$ cat src/rtl/alu_result_reg.sv
// alu_result_reg: two-entry skid buffer after the ALU that holds the committed NZCV flags.
// Defining ALU_RESULT_STALL_COUNT_EN adds a saturating stall_count output.
module alu_result_reg #(
   parameter int WIDTH = 64,
   parameter int DEPTH = 2
) (
   input  logic             clk,
   input  logic             reset,
   input  logic             in_valid,
   output logic             in_ready,
   input  logic [WIDTH-1:0] in_result,
   input  logic             in_carry,
   input  logic             in_overflow,
   input  logic             in_set_flags,
   output logic             out_valid,
   input  logic             out_ready,
   output logic [WIDTH-1:0] out_result,
   output logic [3:0]       flags
`ifdef ALU_RESULT_STALL_COUNT_EN
   ,
   output logic [15:0]      stall_count
`endif
);

   localparam int CW = $clog2(DEPTH + 1);

   logic [WIDTH-1:0] data_q [2];
   logic [1:0]       carry_q;
   logic [1:0]       ovf_q;
   logic [1:0]       sf_q;
   logic [CW-1:0]    count;
   logic             head;
   logic             tail;
   logic             push;
   logic             pop;

   assign in_ready   = (count != DEPTH[CW-1:0]);
   assign out_valid  = (count != '0);
   assign out_result = data_q[head];
   assign push       = in_valid && in_ready;
   assign pop        = out_valid && out_ready;
   // with one entry held, the free slot is always the one opposite the head
   assign tail       = head ^ count[0];

   always_ff @(posedge clk or negedge reset) begin
      if (!reset) begin
         data_q[0] <= '0;
         data_q[1] <= '0;
         carry_q   <= '0;
         ovf_q     <= '0;
         sf_q      <= '0;
         count     <= '0;
         head      <= 1'b0;
         flags     <= 4'b0000;
      end else begin
         if (pop) begin
            data_q[head]  <= '0;
            carry_q[head] <= 1'b0;
            ovf_q[head]   <= 1'b0;
            sf_q[head]    <= 1'b0;
            head          <= ~head;
            if (sf_q[head]) begin
               flags <= {data_q[head][WIDTH-1],
                         (data_q[head] == '0),
                         carry_q[head],
                         ovf_q[head]};
            end
         end
         if (push) begin
            data_q[tail]  <= in_result;
            carry_q[tail] <= in_carry;
            ovf_q[tail]   <= in_overflow;
            sf_q[tail]    <= in_set_flags;
         end
         if (push && !pop) begin
            count <= count + CW'(1);
         end else if (pop && !push) begin
            count <= count - CW'(1);
         end
      end
   end

`ifdef ALU_RESULT_STALL_COUNT_EN
   always_ff @(posedge clk or negedge reset) begin
      if (!reset) begin
         stall_count <= '0;
      end else if (out_valid && !out_ready && stall_count != 16'hFFFF) begin
         stall_count <= stall_count + 16'd1;
      end
   end
`endif

endmodule

$ cat config.mk
export PLATFORM = sky130hd
export DESIGN_NAME = alu_result_reg
export DESIGN_NICKNAME = d
export VERILOG_FILES = /design/src/rtl/alu_result_reg.sv
export SDC_FILE = /design/constraint.sdc
export NUM_CORES = 1
export LEC_CHECK = 0
export ABC_AREA = 0
export BUFFER_PORTS_ARGS = -buffer_cell sky130_fd_sc_hd__buf_2
export CAP_MARGIN = 20
export CORE_MARGIN = 2
export CORE_UTILIZATION = 55
export CTS_BUF_LIST = sky130_fd_sc_hd__clkbuf_4 sky130_fd_sc_hd__clkbuf_8
export DETAILED_ROUTE_END_ITERATION = 10
export GPL_TIMING_DRIVEN = 0
export PLACE_DENSITY = 0.84
export SLEW_MARGIN = 0
export SYNTH_ARGS = -nofsm -noshare
export SYNTH_HDL_FRONTEND = slang
export SYNTH_SLANG_ARGS = --single-unit
export TNS_END_PERCENT = 100
$ cat constraint.sdc
create_clock -name clk -period 4.4 [get_ports clk]
set_clock_uncertainty 0.05 [all_clocks]
set_input_delay 0.22 -clock clk [delete_from_list [all_inputs] [get_ports clk]]
set_output_delay 0.22 -clock clk [all_outputs]
set_load 0.01 [all_outputs]
==> summary.md <==
| Metric | Value |
|---|---|
| Most frequent cells in the layout | `160 x buf_2, 141 x dfrtp_1, 134 x a22o_1` |
| Worst Setup End Kind | `primary output` |
| Final worst path period share | `0.618` |
| Final core occ | `0.750` |
| Total GRT Usage | `0.316` |
| Largest net degree at the start of global routing | `83` |
| Tmin final | `2.72 ns` |
| Worst EP arrival | `2.45 ns` |
| Total core area | `~11000 um2` |
| Hpwl dp | `12.1 mm` |
| DR iter-0 viols | `between 400 and 500` |
| Worst Hold Depth | `3` |
| Drt via density | `6.25` |
| Worst-case clock buffer depth | `2` |
| Synthesis-to-finish area growth | `32.8%` |
| Met2 WL | `8.59 mm` |
| Final setup violation count | `0` |
| RSZ-0062 raised after global routing | `false` |
| Data required, critical path | `4.13 ns` |
| Largest cells by area after synthesis | `dfrtp_1 58%, a22o_1 19%, mux2_2 10%, nor4_1 3.0%, buf_2 1.7%` |
| Nets@finish | `757` |
| Status | `finished clean` |
| Max Clk Rate | `368 MHz` |
| Die height | `110 um` |
| Antenna-violating nets left | `0` |
| Most area-hungry cell type in the Yosys netlist | `dfrtp_1` |
| IO Pins | `about 140` |
| Worst VDD drop | `0.000402 V` |
| Total grt overflow | `0` |
| Met1 WL | `7.69 mm` |
| Vias | `5236` |
| Synthesis-stage register bit count | `141` |
| Cell variety after synth | `30` |
| Initial cell density of the core | `0.565` |
| DR pass1 iterations | `5` |
| DP Worst Slack | `2.17 ns` |
| Final hold vios | `0` |
| Commonest non-fill, non-tap cell in the layout | `buf_2` |
| Setup TNS | `0 ns` |
| # resized after CTS | `0` |
| H-tree depth | `4` |
| Met3 WL | `1.74 mm` |
| CTS sink count | `141` |
| Share of cells above drive strength 1 | `0.367` |
| Synthesized area per cell | `13.4 um2` |
| Placer Congestion | `0.918` |
| Synthesized cell area | `between 6000 and 7000 um2` |
| Sequential fraction of the synthesis area | `0.576` |
| Max-cap violations | `0` |
| PD cells | `758 nW/um2` |
| Net Count, Synth | `529` |
| Hold slack | `0.148 ns` |
| PortBufs | `140` |
| Total die area | `12000 um2` |
| Root buf cell | `clkbuf_8` |
| Inserted Diodes | `0` |
| CP Max Fanout | `10` |
| Worst-skew pair later-pin latency | `0.44 ns` |
| Ys Warns | `0` |
| Chip width | `about 110 um` |
| Fillcell total | `681` |
| Startpoint Class | `flop` |
| Count of pins over their slew limit | `0` |
| Hold Crit Class | `input port to flop` |
| Row cnt | `38` |
| Cells after Synth | `457` |
| Routed wire length | `18.3 mm` |
| Vias in the first global route | `5226` |
| Slew Limit Headroom | `0.519` |
| FF-to-FF path depth | `8` |
| Hold_buf cts | `67` |
| Drt drc | `0` |
| DR WL/cell | `between 20 and 25 um` |
| CTS Buf Count | `17` |
| Post-CTS setup buffers | `0` |
| Worst-Margin Slew | `0.722 ns` |
| Total Power | `0.00617 W` |
| Static Leak | `4.05 nW` |
| TritonCTS clock tree | `built` |
| Global-route wire length before repair | `28.3 mm` |
| Initial antenna violation count | `0` |
| Setup slack after layout | `1.68 ns` |
| CTS clk-pin slew, worst paths | `0.08 ns` |
| Highest routed layer | `met4` |
| Top-area cell type share of the netlist area | `0.576` |
| Kind of critical path | `flop to primary output` |
[critical path: stages (launching register included)]
cell and delay, ns:
dfrtp_1 0.32, buf_2 0.24, buf_2 0.30, buf_1 0.59, mux2_2 0.42, buf_2 0.14
[through the flow]
stage,cells,instance area [um2]
4_1_cts,837,8120
3_3_place_gp,737,7000
5_1_grt,838,8130
3_5_place_dp,738,7030
2_1_floorplan,457,6120
6_report,838,8130
[layout make-up]
cell class	instances	area, um2	share of cell area
Buffer	39	191	0.0235
Clock buffer	17	234	0.0288
Clock inverter	15	185	0.0228
Inverter	1	3.75	0.000462
Multi-Input combinational cell	276	2400	0.295
Sequential cell	141	3530	0.434
Tap cell	140	175	0.0215
Timing Repair Buffer	209	1420	0.174
[routing by layer]
layer,vias up,global-route usage
met5,-,0
met1,2622,0.454
met3,27,0.0711
met2,331,0.485
li1,2256,-
met4,0,0.0913
[path summary, 6_finish.rpt]
path | start | to | slack [ns]
worst max-delay path | head$_DFFE_PN0P_ | out_result[26] | 1.68
worst min-delay path | out_ready | head$_DFFE_PN0P_ | 0.15
worst max register to register | head$_DFFE_PN0P_ | data_q[80]$_DFF_PN0_ | 2.22
worst min register to register | flags[3]$_DFFE_PN0P_ | flags[3]$_DFFE_PN0P_ | 0.44
max in group asynchronous | reset | data_q[120]$_DFF_PN0_ | 3.24
min in group asynchronous | reset | data_q[71]$_DFF_PN0_ | 0.27
[registers in the layout, summed over array words and instances, names as in the netlist]
register,cells
flags,4
count,2
data_q,128
sf_q,2
ovf_q,2
carry_q,2
head,1
[power by group]
part           internal, W  leakage (nW)  switching (W)
Sequential         0.00179          1.82       0.000427
Clock             0.000569         0.207       0.000543
Combinational      0.00134          2.02        0.00149
[logic make-up (layout without fill, tap and decap cells)]
family,after synthesis,count (layout),synth area share
xor gates and xnor gates,4,4,0.00572
adders and majority gates,1,1,0.00204
muxes,69,69,0.126
and+or+nand+nor,58,58,0.0540
buffers and inverters,40,281,0.0319
AOI/OAI and AO/OA,144,144,0.204
DFF,141,141,0.576
[cell usage after synthesis]
| cell type | n |
|---|---|
| a22o_1 | 134 |
| inv_1 | 1 |
| a31oi_4 | 1 |
| and4_1 | 1 |
| buf_4 | 3 |
| ha_1 | 1 |
| nand4_1 | 6 |
| clkbuf_1 | 9 |
| dfrtp_1 | 141 |
| o21ai_0 | 1 |
| and2_1 | 2 |
| mux2i_1 | 4 |
| a21oi_1 | 4 |
| xnor2_1 | 2 |
| nor4_1 | 29 |
| or4_1 | 1 |
| buf_1 | 5 |
| a41oi_1 | 1 |
| nand2_1 | 5 |
| or2_4 | 1 |
| buf_2 | 21 |
| o31ai_1 | 2 |
| mux2_2 | 56 |
| xor2_1 | 2 |
| nor2_1 | 9 |
| o21ai_1 | 1 |
| mux2_1 | 9 |
| buf_6 | 1 |
| nor2b_1 | 1 |
| nor3_1 | 3 |
Note: power is estimated with default switching activity, not from simulation.
